**src/rtl/mult_share_arbiter_if.sv**
```systemverilog
// Bus bundle between the multiply-share arbiter,
// its two requesters and the shared multiplier.
interface mult_share_arbiter_if #(
  parameter int WIDTH = 16
);
  logic             req0_valid;
  logic [WIDTH-1:0] req0_a;
  logic [WIDTH-1:0] req0_b;
  logic             req0_ready;
  logic             req0_done;
  logic             req1_valid;
  logic [WIDTH-1:0] req1_a;
  logic [WIDTH-1:0] req1_b;
  logic             req1_ready;
  logic             req1_done;
  logic [WIDTH-1:0] result;
  logic             err;
  logic             busy;
  logic [WIDTH-1:0] mult_in1;
  logic [WIDTH-1:0] mult_in2;
  logic             mult_start;
  logic [WIDTH-1:0] mult_out;
  logic             mult_finish;

  modport slave (
    input  req0_valid,
    input  req0_a,
    input  req0_b,
    output req0_ready,
    output req0_done,
    input  req1_valid,
    input  req1_a,
    input  req1_b,
    output req1_ready,
    output req1_done,
    output result,
    output err,
    output busy,
    output mult_in1,
    output mult_in2,
    output mult_start,
    input  mult_out,
    input  mult_finish
  );

  modport master (
    output req0_valid,
    output req0_a,
    output req0_b,
    input  req0_ready,
    input  req0_done,
    output req1_valid,
    output req1_a,
    output req1_b,
    input  req1_ready,
    input  req1_done,
    input  result,
    input  err,
    input  busy,
    input  mult_in1,
    input  mult_in2,
    input  mult_start,
    output mult_out,
    output mult_finish
  );
endinterface

```
**src/rtl/mult_share_arbiter.sv**
```systemverilog
// Round-robin sharing of one multiplier between two
// requesters, with a watchdog for a hung multiplier.
module mult_share_arbiter #(
  parameter int WIDTH   = 16,
  parameter int TIMEOUT = 255
) (
  input logic                clk,
  input logic                RST,
  mult_share_arbiter_if.slave bus
);

  localparam int TW =
    (TIMEOUT > 1) ? $clog2(TIMEOUT) : 1;
  localparam bit WDOG = (TIMEOUT != 0);
  localparam logic [TW-1:0] TLAST =
    TW'(TIMEOUT - 1);

  typedef enum logic [2:0] {
    S_IDLE,
    S_ISSUE,
    S_WAIT,
    S_RESP,
    S_RECOVER
  } state_t;

  state_t           state_q, state_d;
  logic             owner_q, owner_d;
  logic             last_q, last_d;
  logic [TW-1:0]    timer_q, timer_d;
  logic [WIDTH-1:0] in1_q, in1_d;
  logic [WIDTH-1:0] in2_q, in2_d;
  logic [WIDTH-1:0] res_q, res_d;
  logic             err_q, err_d;
  logic             start_q, start_d;
  logic [1:0]       rdy_q, rdy_d;
  logic [1:0]       done_q, done_d;
  logic             busy_q, busy_d;
  logic             gnt;
  logic             tmo;

  always_comb begin
    state_d = state_q;
    owner_d = owner_q;
    last_d  = last_q;
    timer_d = timer_q;
    in1_d   = in1_q;
    in2_d   = in2_q;
    res_d   = res_q;
    err_d   = err_q;
    start_d = 1'b0;
    rdy_d   = 2'b00;
    done_d  = 2'b00;
    // On a tie the requester not served last wins
    gnt = (bus.req0_valid && bus.req1_valid)
        ? ~last_q : bus.req1_valid;
    tmo = WDOG && (timer_q == TLAST);

    unique case (state_q)
      S_IDLE: begin
        if (bus.req0_valid || bus.req1_valid) begin
          owner_d = gnt;
          in1_d   = gnt ? bus.req1_a : bus.req0_a;
          in2_d   = gnt ? bus.req1_b : bus.req0_b;
          start_d = 1'b1;
          rdy_d   = gnt ? 2'b10 : 2'b01;
          state_d = S_ISSUE;
        end
      end
      S_ISSUE: begin
        timer_d = '0;
        state_d = S_WAIT;
      end
      S_WAIT: begin
        if (bus.mult_finish) begin
          res_d   = bus.mult_out;
          err_d   = 1'b0;
          done_d  = owner_q ? 2'b10 : 2'b01;
          state_d = S_RESP;
        end else if (tmo) begin
          res_d   = '0;
          err_d   = 1'b1;
          done_d  = owner_q ? 2'b10 : 2'b01;
          state_d = S_RESP;
        end else begin
          timer_d = timer_q + TW'(1);
        end
      end
      S_RESP: begin
        last_d  = owner_q;
        timer_d = '0;
        err_d   = 1'b0;
        state_d = err_q ? S_RECOVER : S_IDLE;
      end
      S_RECOVER: begin
        // Late product of the aborted op is dropped
        if (bus.mult_finish || tmo) begin
          state_d = S_IDLE;
        end else begin
          timer_d = timer_q + TW'(1);
        end
      end
      default: state_d = S_IDLE;
    endcase

    busy_d = (state_d != S_IDLE);
  end

  always_ff @(posedge clk) begin
    if (RST) begin
      state_q <= S_IDLE;
      owner_q <= 1'b0;
      last_q  <= 1'b1;
      timer_q <= '0;
      in1_q   <= '0;
      in2_q   <= '0;
      res_q   <= '0;
      err_q   <= 1'b0;
      start_q <= 1'b0;
      rdy_q   <= 2'b00;
      done_q  <= 2'b00;
      busy_q  <= 1'b0;
    end else begin
      state_q <= state_d;
      owner_q <= owner_d;
      last_q  <= last_d;
      timer_q <= timer_d;
      in1_q   <= in1_d;
      in2_q   <= in2_d;
      res_q   <= res_d;
      err_q   <= err_d;
      start_q <= start_d;
      rdy_q   <= rdy_d;
      done_q  <= done_d;
      busy_q  <= busy_d;
    end
  end

  assign bus.req0_ready = rdy_q[0];
  assign bus.req1_ready = rdy_q[1];
  assign bus.req0_done  = done_q[0];
  assign bus.req1_done  = done_q[1];
  assign bus.result     = res_q;
  assign bus.err        = err_q;
  assign bus.busy       = busy_q;
  assign bus.mult_in1   = in1_q;
  assign bus.mult_in2   = in2_q;
  assign bus.mult_start = start_q;

endmodule
```
**src/flat_wrapper.sv**
```systemverilog
// flat-port wrapper written by rule: the top's interface ports become plain ports
module mult_share_arbiter_flat 
#(
  parameter int WIDTH   = 16,
  parameter int TIMEOUT = 255
)
  (clk, RST, bus_req0_valid, bus_req0_a, bus_req0_b, bus_req0_ready, bus_req0_done, bus_req1_valid, bus_req1_a, bus_req1_b, bus_req1_ready, bus_req1_done, bus_result, bus_err, bus_busy, bus_mult_in1, bus_mult_in2, bus_mult_start, bus_mult_out, bus_mult_finish);
  mult_share_arbiter_if #(.WIDTH(WIDTH)) bus_i ();
  input logic clk;
  input logic RST;
  input wire logic [$bits(bus_i.req0_valid)-1:0] bus_req0_valid;
  input wire logic [$bits(bus_i.req0_a)-1:0] bus_req0_a;
  input wire logic [$bits(bus_i.req0_b)-1:0] bus_req0_b;
  output wire logic [$bits(bus_i.req0_ready)-1:0] bus_req0_ready;
  output wire logic [$bits(bus_i.req0_done)-1:0] bus_req0_done;
  input wire logic [$bits(bus_i.req1_valid)-1:0] bus_req1_valid;
  input wire logic [$bits(bus_i.req1_a)-1:0] bus_req1_a;
  input wire logic [$bits(bus_i.req1_b)-1:0] bus_req1_b;
  output wire logic [$bits(bus_i.req1_ready)-1:0] bus_req1_ready;
  output wire logic [$bits(bus_i.req1_done)-1:0] bus_req1_done;
  output wire logic [$bits(bus_i.result)-1:0] bus_result;
  output wire logic [$bits(bus_i.err)-1:0] bus_err;
  output wire logic [$bits(bus_i.busy)-1:0] bus_busy;
  output wire logic [$bits(bus_i.mult_in1)-1:0] bus_mult_in1;
  output wire logic [$bits(bus_i.mult_in2)-1:0] bus_mult_in2;
  output wire logic [$bits(bus_i.mult_start)-1:0] bus_mult_start;
  input wire logic [$bits(bus_i.mult_out)-1:0] bus_mult_out;
  input wire logic [$bits(bus_i.mult_finish)-1:0] bus_mult_finish;
  assign bus_i.req0_valid = bus_req0_valid;
  assign bus_i.req0_a = bus_req0_a;
  assign bus_i.req0_b = bus_req0_b;
  assign bus_req0_ready = bus_i.req0_ready;
  assign bus_req0_done = bus_i.req0_done;
  assign bus_i.req1_valid = bus_req1_valid;
  assign bus_i.req1_a = bus_req1_a;
  assign bus_i.req1_b = bus_req1_b;
  assign bus_req1_ready = bus_i.req1_ready;
  assign bus_req1_done = bus_i.req1_done;
  assign bus_result = bus_i.result;
  assign bus_err = bus_i.err;
  assign bus_busy = bus_i.busy;
  assign bus_mult_in1 = bus_i.mult_in1;
  assign bus_mult_in2 = bus_i.mult_in2;
  assign bus_mult_start = bus_i.mult_start;
  assign bus_i.mult_out = bus_mult_out;
  assign bus_i.mult_finish = bus_mult_finish;
  mult_share_arbiter #(.WIDTH(WIDTH), .TIMEOUT(TIMEOUT)) u_core (.clk(clk), .RST(RST), .bus(bus_i));
endmodule
```
**config.mk**
```make
export PLATFORM = sky130hd
export DESIGN_NAME = mult_share_arbiter_flat
export DESIGN_NICKNAME = d
export VERILOG_FILES = /design/src/rtl/mult_share_arbiter_if.sv /design/src/rtl/mult_share_arbiter.sv /design/src/flat_wrapper.sv
export SDC_FILE = /design/constraint.sdc
export NUM_CORES = 1
export LEC_CHECK = 0
export BUFFER_PORTS_ARGS = -buffer_cell sky130_fd_sc_hd__buf_2
export CORE_MARGIN = 1.5
export CORE_UTILIZATION = 40
export DETAILED_ROUTE_END_ITERATION = 12
export PLACE_DENSITY = 0.76
export SLEW_MARGIN = 20
export SYNTH_ARGS = -nofsm -noshare
export SYNTH_HDL_FRONTEND = slang
export SYNTH_SLANG_ARGS = --single-unit
```
**constraint.sdc**
```tcl
create_clock -name clk -period 5.15 [get_ports clk]
set_input_delay 0.2575 -clock clk [delete_from_list [all_inputs] [get_ports clk]]
set_output_delay 0.2575 -clock clk [all_outputs]
set_load 0.02 [all_outputs]
```
# Word-level counts from Yosys, hierarchy flattened
# Cells that the tools add are included.
# word_totals
inputBits	85
elab_cells	65
out_inout_bits	55
reg_bits	68
# op_classes
eq_ne	9
bitwise	4
n_mux	23
reduce_logical	16
add_sub_neg	1
# ops
op	count
two-way mux 16 bit	4
two-way mux 8 bit	3
case mux 8 bit (3 select lines)	1
two-way mux 3 bit	5
case mux 3 bit (5 select lines)	1
adder 8 x 1 -> 8 bit (second input constant)	1
== test 8 bit (second input constant)	1
two-way mux 2 bit	4
== test 3 x 2 -> 1 bit (second input constant)	2
inequality test 2 bit (second input constant)	3
AND reduction 2 bit	3
nonzero test 3 bit	2
OR reduction 2 bit	3
two-way mux 1 bit	4
NOT 1 bit	4
AND reduction 4 bit	1
nonzero test 2 bit	2
== test 3 x 1 -> 1 bit (second input constant)	1
== test 3 bit (second input constant)	1
logical NOT 3 bit	1
inequality test 3 x 2 -> 1 bit (second input constant)	1
OR reduction 3 bit	1
logical OR 1 bit	2
case mux 1 bit (2 select lines)	1
logical AND 1 bit	1

# Longest topological paths before layout
# Gate-level depths: netlist of run 1.
# logic_depth
ltp_word	5
depth_mapped	7

# Least setup slack after synthesis of run 1
# OpenSTA, ideal clock, no wires.
# synth_path
path_kind	register to register
startpoint	reg u_core.timer_q[0]
endpoint	reg u_core.timer_q[3]
arrival_ns	1.723
setup_slack_ns	3.357
required_ns	5.080
n_path_buf	0
path_stages_with_launch	7
period_less_slack_ns	1.793
path_cell_list	dfxtp_1 -> inv_1 -> ha_1 -> and3_1 -> a221o_1 -> or4_1 -> a21oi_1
# synth_via
elab_chain_len	4
elab_cells_between_ends	10
# synth_lines
item	line	text
start, declared	mult_share_arbiter.sv:29	logic [TW-1:0] timer_q, timer_d;
start signal, assigned	mult_share_arbiter.sv:126	timer_q <= timer_d;
adder 8 x 1 -> 8 bit or == test 8 bit (tied branches)	mult_share_arbiter.sv:85, mult_share_arbiter.sv:99, mult_share_arbiter.sv:56	
two-way mux 8 bit or logical OR 1 bit (tied branches)	mult_share_arbiter.sv:79, mult_share_arbiter.sv:96	
two-way mux 8 bit or inequality test 2 bit (tied branches)	-	
case mux 8 bit (3 select lines) or AND reduction 4 bit (tied branches)	-	
# Several ways; a longest one is shown, not always the timed one. The select of a mux whose other input is x is not followed.
# A chain may end at the register's enable or synchronous reset.

# Worst setup path after layout of run 1
# layout_path
startpoint	reg u_core.timer_q[0]
endpoint	reg u_core.res_q[14], in the netlist u_core.bus.result[14]
# layout_via
elab_chain_len	3
# layout_lines
item	line	text
== test 8 bit	mult_share_arbiter.sv:56	tmo = WDOG && (timer_q == TLAST);
nonzero test 2 bit (no source line)	-	
AND reduction 2 bit (no source line)	-	
end signal, assigned	mult_share_arbiter.sv:129	res_q <= res_d;
end, declared	mult_share_arbiter.sv:32	logic [WIDTH-1:0] res_q, res_d;
# Every way passes these cells.

==> metrics, run 1 <==
hpwl dp 4.54 mm; Max VDD drop 0.235 mV; hold slack final 0.135 ns; Gate Count Post-Synth 240; Post-route DRC 0; Final Net Count 462; initial drt markers 154; Post-Route Skew 0.0116 ns; DRT antenna net count 0; RSZ-0062 raised after global routing no; Syn-to-layout area delta 36.9%; Vias/cell 5.11; hold crit path type in -> reg; number of fill cells 569; Syn. warnings 0; total grt overflow 0; die height 84.5 um; first-pass GRT wire length 9.88 mm; Synth area leaders dfxtp_1 51%, mux2i_1 12%, o2bb2ai_1 11%; Non-Filler Instances 457; Yosys cell types 38; number of synthesized register bits 68; Pre-antenna DRT Iters 4; crit end category flip-flop; Async SR Flop Fraction 0%; Power Density 395 nW/um^2; Max Buffers Root-to-Sink 2; Slew Limit Fails 0; Worst-Margin Slew 0.771 ns; initial antenna violation count 0; outcome finished clean; total nets after synthesis 327; port bufs 139; Setup crit start kind flip-flop; leading area contributor after synthesis dfxtp_1; Slew HR 48.4%; cts repair resizes 0; Antenna Cells 0; Clock Tree Root clkbuf_8; final-report setup violation count 0; TritonCTS clock tree done; Die ar. 7130 um^2; Post-Syn Area 2650 um^2; sequential cell area 1360 um^2; vias in the first global route 2246; critical path class reg -> reg; Post-Route Utilization 56.9%; setup bufs post-CTS 0; GR Util All Layers 17.6%; final worst setup slack 3.05 ns; number of synthesized flops with an enable pin 0; worst slack, placed 3.06 ns; CTS Buf Count 9; Worst-Skew Late Latency 0.33 ns; Final Hold Fails 0; die width 84.5 um; sequential fraction of the synthesis area 51.3%; Clk pin slew, worst setup/hold paths 0.07 ns; minimum clock period 2.10 ns; Initial Util 41.6%; Max FO, Critical Path 16; Avg Cell Area, Syn 11.1 um^2; Max Clock Freq 476 MHz; Leakage 1.71 nW; Rows 29; fraction of layout cells with a size suffix above 1 42.6%; setup_tns 0 ns; drt total wl 6.17 mm; main flop type after synthesis dfxtp_1; IO Pins 140; max-cap violation count 0; final RePlAce weighted congestion 0.788; hold_buf cts 0; drt wl/cell 13.5 um; area of the multi-input gates 1210 um^2; CP arrival 2.37 ns; H-Tree Depth 3; Placed Cells 441; Placeable Area 6390 um^2; total number of vias 2333; share of the synthesized area in the top cell type 51.3%; TritonCTS Sinks 68; worst path required time 5.42 ns; largest net degree at the start of global routing 36; final worst-path cycle share 40.8%
worst max-delay path, cell delays in order (launching register included):
cell,delay [ns]
dfxtp_1,0.41
inv_1,0.07
ha_1,0.20
and3_1,0.22
a21o_1,0.23
a31oi_2,0.66
a22o_1,0.26
routing by layer:
layer / wire [um] / track usage, % / vias to the layer above
met5: 0 / 0 / -
met4: 125 / 8.50 / 0
li1: - / - / 1176
met1: 2710 / 20.5 / 1033
met2: 2850 / 29.4 / 114
met3: 482 / 5.41 / 10
registers in the layout, summed over array words and instances, names as in the netlist:
register and cells:
u_core.bus.mult_start 1, u_core.owner_q 1, u_core.bus.err 1, u_core.bus.result 16, u_core.rdy_q 2, u_core.bus.busy 1, u_core.bus.mult_in2 16, u_core.done_q 2
u_core.bus.mult_in1 16, u_core.last_q 1, u_core.state_q 3, u_core.timer_q 8
Yosys cell counts (2+ instances only):
library cell,n
and3_1,5
nand2b_1,2
xnor2_1,2
a21oi_1,5
nor2_1,11
o31ai_1,2
ha_1,2
o2111ai_1,2
nand2_1,5
inv_1,5
a21o_1,4
nor3_1,4
mux2i_1,33
clkbuf_1,10
a31oi_1,2
nand4_1,2
a22o_1,16
or4_1,2
nand3b_1,2
nand3_1,3
o21ai_0,2
o2bb2ai_1,32
dfxtp_1,68
buf_2,4
xor2_1,2
path summary, 6_finish.rpt:
check / slack, ns / end / from / cells after the start
worst min-delay path: 0.13 / u_core.bus.result[2] / bus_mult_out[2] / 2
worst min register to register: 0.46 / u_core.bus.mult_in1[9] / u_core.bus.mult_in1[9] / 1
worst max-delay path: 3.05 / u_core.bus.result[14] / u_core.timer_q[0] / 6
worst max register to register: 3.05 / u_core.bus.result[14] / u_core.timer_q[0] / 6
placed cells by master (no fill, tap or decap), drive strengths merged:
cell | Yosys | routed
and3 | 5 | 5
ha | 2 | 2
nand3b | 2 | 2
and2b | 1 | 1
or3 | 1 | 1
nand4 | 2 | 2
o2111ai | 2 | 2
nor3b | 1 | 1
or4 | 2 | 2
a211oi | 1 | 1
a31oi | 3 | 3
a221o | 1 | 1
nand2 | 5 | 5
clkinv | 0 | 1
inv | 5 | 5
clkbuf | 10 | 11
o21ai | 2 | 2
a21o | 4 | 4
nand3 | 3 | 3
dfxtp | 68 | 68
clkinvlp | 0 | 2
a221oi | 1 | 1
nor2 | 11 | 11
or3b | 1 | 1
o2bb2ai | 32 | 32
nor3 | 4 | 4
bufinv | 0 | 2
a21oi | 5 | 5
a21boi | 1 | 1
buf | 7 | 141
xnor2 | 2 | 2
a22o | 16 | 16
xor2 | 2 | 2
nand2b | 2 | 2
o31ai | 2 | 2
mux2i | 33 | 33
and4 | 1 | 1
logic make-up after synthesis:
| logic type | count (synthesis) | synth area share [%] |
|---|---|---|
| fa+ha+maj | 2 | 0.943 |
| buf+inv | 22 | 3.72 |
| mux | 33 | 12.4 |
| simple gates | 41 | 8.30 |
| flops | 68 | 51.3 |
| compound gates | 70 | 22.0 |
| xor+xnor | 4 | 1.32 |
power by group:
part           internal (mW)  switching, mW  total [mW]
registers              0.589         0.0388       0.628
clock network          0.300          0.200       0.500
logic                  0.118          0.188       0.306
total                   1.01          0.427        1.44
stage by stage:
step,total power [mW],area (um^2)
after global placement,0.942,3400
after detailed placement,0.947,3400
after floorplan,0.830,2650
after global routing,1.50,3630
after CTS,1.45,3630
final,1.44,3630
layout make-up:
type,count,share of cell area [%]
Tap cell,77,2.65
Sequential cell,68,37.5
Multi-Input combinational cell,150,33.3
Inverter,5,0.517
Clock inverter,5,2.31
Timing Repair Buffer,141,19.6
Clock buffer,11,4.17
Note: power is estimated with default switching activity, not from simulation.
==> run 2: changes to the inputs <==
Settings changed: ABC_AREA set to 1, PLACE_DENSITY 0.76 to 0.75.
Clock period 5.15 ns to 2 ns, I/O delays scaled along.
==> run 2 against run 1 <==
Clock-buffer cell count shrank 1. Combinational power rose by 130%. Clock power grew 110%. Final cell count increased by 50%. Critical path depth is 2 higher. Worst hold slack lost 0.13 ns. Sequential power is 140% higher. Power up 130%. Sequential cell count stayed put. Synthesized cell count rose by 60%. Via count up 39%. Synthesized area rose by 5.9%. Critical endpoint is now u_core.bus.mult_in2[2]. Largest cell class is now non-clock buffers. Largest power group unchanged.
==> metrics, run 2 <==
outcome finished clean; number of synthesized flops with an enable pin 0 (unchanged); setup_tns 0 ns (unchanged); Initial Util 41.4% (-0.17 points); Gate Count Post-Synth 383 (+60%); CTS Buf Count 9 (unchanged); fraction of layout cells with a size suffix above 1 29.9% (-13 points); Slew Limit Fails 0 (unchanged); leading area contributor after synthesis dfxtp_1; sequential fraction of the synthesis area 48.4% (-2.9 points); total nets after synthesis 470 (+44%); port bufs 139 (unchanged); Antenna Cells 0 (unchanged); Power Density 757 nW/um^2 (+92%); final RePlAce weighted congestion 0.845 (+7.1%); minimum clock period 1.75 ns (-0.347 ns); largest net degree at the start of global routing 35 (-2.8%); Vias/cell 4.73 (-7.4%); worst path required time 2.23 ns (-3.19 ns); Clk pin slew, worst setup/hold paths 0.07 ns (about the same); sequential cell area 1360 um^2 (unchanged); drt total wl 8.58 mm (+39%); Worst R2R Path Depth 8 (+2); Most common cell on crit path nand2_1; total grt overflow 0 (unchanged); Post-Syn Area 2810 um^2 (+5.9%); worst reg2reg endpoint u_core.bus.mult_in2[2]; Setup crit start kind flip-flop; H-Tree Depth 3 (unchanged); die width 86.8 um (+2.8%); Post-route DRC 0 (unchanged); number of fill cells 558 (-1.9%); crit-path cells nor2_2, nand2_1, nor2_2, inv_2, nand2_1, clkinvlp_4, nand2_1, nand3_1; max-cap violation count 0 (unchanged); Max FO, Critical Path 32 (+16); total number of vias 3237 (+39%); most frequent cells in the layout 158 x nand2_1, 139 x buf_2, 68 x dfxtp_1, 65 x dlygate4sd3_1, 40 x nand3_1; Post-Route Skew 0.00765 ns (-0.00391 ns); Syn-to-layout area delta 55.5%; Rows 30 (+3.4%); Max VDD drop 0.488 mV (+110%); share of the synthesized area in the top cell type 48.4% (-2.9 points); drt wl/cell 12.5 um (-7.2%); Final Hold Fails 0 (unchanged); Max Buffers Root-to-Sink 2 (unchanged); crit-path max cell delay 0.47 ns (-0.19 ns); register-to-register setup slack 0.25 ns (-2.80 ns); hpwl dp 5.09 mm (+12%); Worst-Skew Late Latency 0.34 ns (about the same); area of the multi-input gates 1260 um^2 (+3.8%); setup bufs post-CTS 0 (unchanged); TritonCTS clock tree done; most common cell after layout, fill and taps aside nand2_1; critical path class reg -> reg; Critical R2R Launch u_core.state_q[1]; DRT antenna net count 0 (unchanged); vias in the first global route 3116 (+39%); Avg Cell Area, Syn 7.34 um^2 (-34%); number of synthesized register bits 68 (unchanged); crit end category flip-flop; Yosys cell types 27 (-29%); GR Util All Layers 23.0% (+5.4 points); count leader, synth nand2_1; Worst Setup EP u_core.bus.mult_in2[2]; RSZ-0062 raised after global routing no; Worst-Margin Slew 0.600 ns (-0.171 ns); main flop type after synthesis dfxtp_1; CP max-delay cell clkinvlp_4; CP arrival 1.98 ns (-0.39 ns); Final Net Count 672 (+45%); Critical path origin u_core.state_q[1]; hold crit path type in -> reg; final worst setup slack 0.245 ns (-2.80 ns); Die ar. 7540 um^2 (+5.7%); Async SR Flop Fraction 0% (unchanged); Post-synth top cells 158 x nand2_1, 68 x dfxtp_1, 40 x nand3_1, 25 x a21oi_1, 20 x nor2_1; final-report setup violation count 0 (unchanged); TritonCTS Sinks 68 (unchanged); worst slack, placed 0.242 ns (-2.81 ns); Pre-antenna DRT Iters 4 (unchanged); Max Clock Freq 570 MHz (+20%); final worst-path cycle share 87.7% (+47 points); die height 86.8 um (+2.8%); Clock Tree Root clkbuf_8; initial antenna violation count 0 (unchanged); initial drt markers 214 (+39%); IO Pins 140 (unchanged); Slew HR 60.0% (+12 points); Syn. warnings 0 (unchanged); Leakage 2.11 nW (+24%); first-pass GRT wire length 13.5 mm (+36%); Synth area leaders dfxtp_1 48%, nand2_1 21%, nand3_1 7.1%; Placeable Area 6790 um^2 (+6.4%)
[run 2: cell types whose count changed in the layout (fill, tap and decap cells not counted), moves of 4 or more]
| cell | previous run | this run |
|---|---|---|
| nand2_1 | 4 | 158 |
| dlygate4sd3_1 | 0 | 65 |
| nand3_1 | 3 | 40 |
| mux2i_1 | 33 | 0 |
| o2bb2ai_1 | 32 | 0 |
| a21oi_1 | 4 | 25 |
| a22o_1 | 16 | 0 |
| inv_1 | 5 | 17 |
| nor2_1 | 11 | 20 |
| and3_1 | 5 | 0 |
| nor2_2 | 0 | 5 |
| a21o_1 | 4 | 0 |
| nand2_2 | 1 | 5 |
[run 2: layout make-up]
class / count / area share (%)
inverters: 21 / 1.89
well taps: 96 / 2.75
multi-input cells: 278 / 28.8
flip-flops and latches: 68 / 31.1
clock inverters: 5 / 1.23
repair buffers: 207 / 31.3
clock buffers: 10 / 2.92
[run 2: metrics by stage]
stage	hold WS (ns)	std cells	cell area [um^2]	power (mW)	util, %
2_1_floorplan	0.207	383	2810	1.94	-
3_3_place_gp	0.298	605	3540	2.15	52.0
3_5_place_dp	0.304	605	3540	2.16	52.0
4_1_cts	0.00167	685	4370	3.33	64.3
5_1_grt	0.0107	685	4370	3.49	64.3
6_report	0.00774	685	4370	3.31	64.3
[run 2: power by group]
part | total (mW) | leakage [nW] | internal [mW] | switching, mW
Sequential | 1.53 | 0.556 | 1.47 | 0.0618
Clock | 1.06 | 0.0959 | 0.564 | 0.495
Combinational | 0.719 | 1.46 | 0.299 | 0.420
[run 2: per-layer routing]
metal,share of wire (%),vias to the layer above,GRT usage [%]
met5,0,-,0
met4,4.9,0,16.3
met3,6.4,41,4.48
met2,51,144,40.1
met1,38,1430,24.8
li1,-,1622,-
[run 2: kinds of logic after synthesis]
family                     count (synthesis)  synth area share, %
adders and majority gates                  2                0.890
xor gates and xnor gates                   1                0.312
AOI/OAI and AO/OA                         35                 6.76
DFF                                       68                 48.4
and+or+nand+nor                          240                 36.8
buffers and inverters                     37                 6.85
[run 2: worst min-delay path by stage]
stage | start | to | depth (start not counted)
finish | bus_mult_out[11] | u_core.bus.result[11] | 3
global placement | bus_req0_b[6] | u_core.bus.mult_in2[6] | 3
floorplan | bus_req0_b[12] | u_core.bus.mult_in2[12] | 2
global route | bus_req1_b[8] | u_core.bus.mult_in2[8] | 3
detailed placement | bus_req0_a[3] | u_core.bus.mult_in1[3] | 3
CTS | bus_mult_out[11] | u_core.bus.result[11] | 3
[run 2: repair_timing]
| action | 4_1_cts | 5_1_grt |
|---|---|---|
| gates resized for setup | 0 | 1 |
| hold buffers | 65 | 0 |
| setup endpoints to repair | 0 | 4 |
| endpoints found under the hold margin | 34 | 0 |
[run 2: critical path, delay by kind of cell (launching register included)]
| kind | cells | cell delay [ns] |
|---|---|---|
| DFF | 1 | 0.35 |
| buffers and inverters | 2 | 0.55 |
| and+or+nand+nor | 6 | 0.73 |
==> run 3: changes to the inputs <==
==> constraint.sdc (replaced) <==
create_clock -name clk -period 2 [get_ports clk]
set_input_delay 0.4 -clock clk [delete_from_list [all_inputs] [get_ports clk]]
set_output_delay 0.4 -clock clk [all_outputs]
set_load 0.02 [all_outputs]
==> run 3 against run 2 <==
Power is 1.2% lower. Clock skew is 0.00085 ns higher. Die area stayed put. Via count is 11% lower. Cell area is 14% lower. Sequential share of layout area is 5.0 points higher. Critical endpoint is now u_core.bus.err. Largest power group unchanged.
==> metrics, run 3 (synthesis results as in run 2) <==
Setup crit start kind flip-flop; outcome finished clean; area of the multi-input gates 1260 um^2 (unchanged); Max Buffers Root-to-Sink 2 (unchanged); hold crit path type in -> reg; CP max-delay cell dfxtp_1; worst path required time 2.23 ns (about the same); CP arrival 1.79 ns (-0.19 ns); initial antenna violation count 0 (unchanged); crit-path max cell delay 0.36 ns (-0.11 ns); IO Pins 140 (unchanged); setup bufs post-CTS 0 (unchanged); Worst-Skew Late Latency 0.34 ns (about the same); final RePlAce weighted congestion 0.865 (+2.4%); die width 86.8 um (unchanged); initial drt markers 181 (-15%); final worst-path cycle share 78.1% (-9.6 points); Leakage 1.87 nW (-11%); hold_buf cts 0 (-100%); RSZ-0062 raised after global routing no; Post-Route Skew 0.00850 ns (+0.000848 ns); Max VDD drop 0.518 mV (+6.2%); DRT antenna net count 0 (unchanged); crit end category flip-flop; Die ar. 7540 um^2 (unchanged); max-cap violation count 0 (unchanged); Final Hold Fails 0 (unchanged); setup_tns 0 ns (unchanged); number of fill cells 676 (+21%); most common cell after layout, fill and taps aside nand2_1; Max FO, Critical Path 20 (-38%); most frequent cells in the layout 158 x nand2_1, 139 x buf_2, 68 x dfxtp_1, 40 x nand3_1, 25 x a21oi_1; drt wl/cell 11.4 um (-8.6%); Slew Limit Fails 0 (unchanged); Initial Util 41.4% (unchanged); H-Tree Depth 3 (unchanged); TritonCTS Sinks 68 (unchanged); Post-route DRC 0 (unchanged); total grt overflow 0 (unchanged); hpwl dp 5.11 mm (+0.44%); Clk pin slew, worst setup/hold paths 0.08 ns (about the same); Rows 30 (unchanged); Max Clock Freq 640 MHz (+12%); post-place instance area 3580 um^2 (+1.1%); Clock Tree Root clkbuf_8; Antenna Cells 0 (unchanged); Worst-Margin Slew 0.369 ns (-0.231 ns); Placeable Area 6790 um^2 (unchanged); Pre-antenna DRT Iters 6 (+2); Final Net Count 609 (-9.4%); sequential cell area 1360 um^2 (unchanged); critical path class reg -> reg; Non-Filler Instances 623 (-9.1%); minimum clock period 1.56 ns (-0.192 ns); Syn-to-layout area delta 34.1%; cts repair resizes 0 (unchanged); hold slack final 0.253 ns (+0.245 ns); first-pass GRT wire length 11.4 mm (-15%); GR Util All Layers 19.2% (-3.8 points); vias in the first global route 2621 (-16%); Placed Cells 607 (+0.33%); crit-path cells inv_1, ha_1, nand2_1, nor2_1, nand2_2, nand2_4, nand2_2, inv_2, o21ai_0, inv_1; Power Density 867 nW/um^2 (+15%); Critical path origin u_core.timer_q[0]; Slew HR 75.4% (+15 points); TritonCTS clock tree done; drt total wl 7.13 mm (-17%); Hold Path Origin bus_req0_a[1]; design area 3770 um^2 (-14%); Vias/cell 4.60 (-2.6%); largest net degree at the start of global routing 35 (unchanged); fraction of layout cells with a size suffix above 1 33.6% (+3.7 points); port bufs 139 (unchanged); Critical R2R Launch u_core.timer_q[0]; CTS Buf Count 9 (unchanged); final-report setup violation count 0 (unchanged); total number of vias 2867 (-11%); die height 86.8 um (unchanged)
## run 3: final timing paths
check | end | slack [ns] | cells past startpoint
worst max-delay path | u_core.bus.err | 0.44 | 10
worst min-delay path | u_core.bus.mult_in1[1] | 0.25 | 3
worst max register to register | u_core.bus.err | 0.44 | 10
worst min register to register | u_core.bus.result[5] | 0.46 | 2
## run 3: worst max-delay path, delay by kind of cell (launching register included)
kind	cells	cell delay (ns)
DFF	1	0.36
buffers and inverters	3	0.20
AOI/OAI and AO/OA	1	0.14
and+or+nand+nor	5	0.56
adders and majority gates	1	0.20
## run 3: per-stage QoR
stage / setup WS [ns] / util [%] / power [mW]
2_1_floorplan: 0.684 / - / 1.94
6_report: 0.437 / 55.5 / 3.27
5_1_grt: 0.265 / 55.5 / 3.44
3_3_place_gp: 0.473 / 52.6 / 2.17
3_5_place_dp: 0.443 / 52.6 / 2.18
4_1_cts: 0.427 / 55.5 / 3.30
## run 3: power by group
part           switching [mW]  internal (mW)  total [mW]
registers              0.0571           1.47        1.53
logic                   0.394          0.227       0.621
clock network           0.512          0.609        1.12
total                   0.963           2.30        3.27
## run 3: final cells by class
type                            count  share of cell area [%]
Clock buffer                       12                    3.85
Multi-Input combinational cell    278                    33.4
Inverter                           21                    2.09
Timing Repair Buffer              144                    20.1
Tap cell                           96                    3.19
Clock inverter                      4                    1.29
Sequential cell                    68                    36.1
## run 3: per-layer routing
| layer | wire [um] | track usage [%] | share of wire (%) |
|---|---|---|---|
| met1 | 3050 | 23.3 | 43 |
| met2 | 3380 | 31.3 | 47 |
| met3 | 502 | 4.57 | 7.0 |
| met4 | 195 | 10.7 | 2.7 |
| met5 | 0 | 0 | 0 |
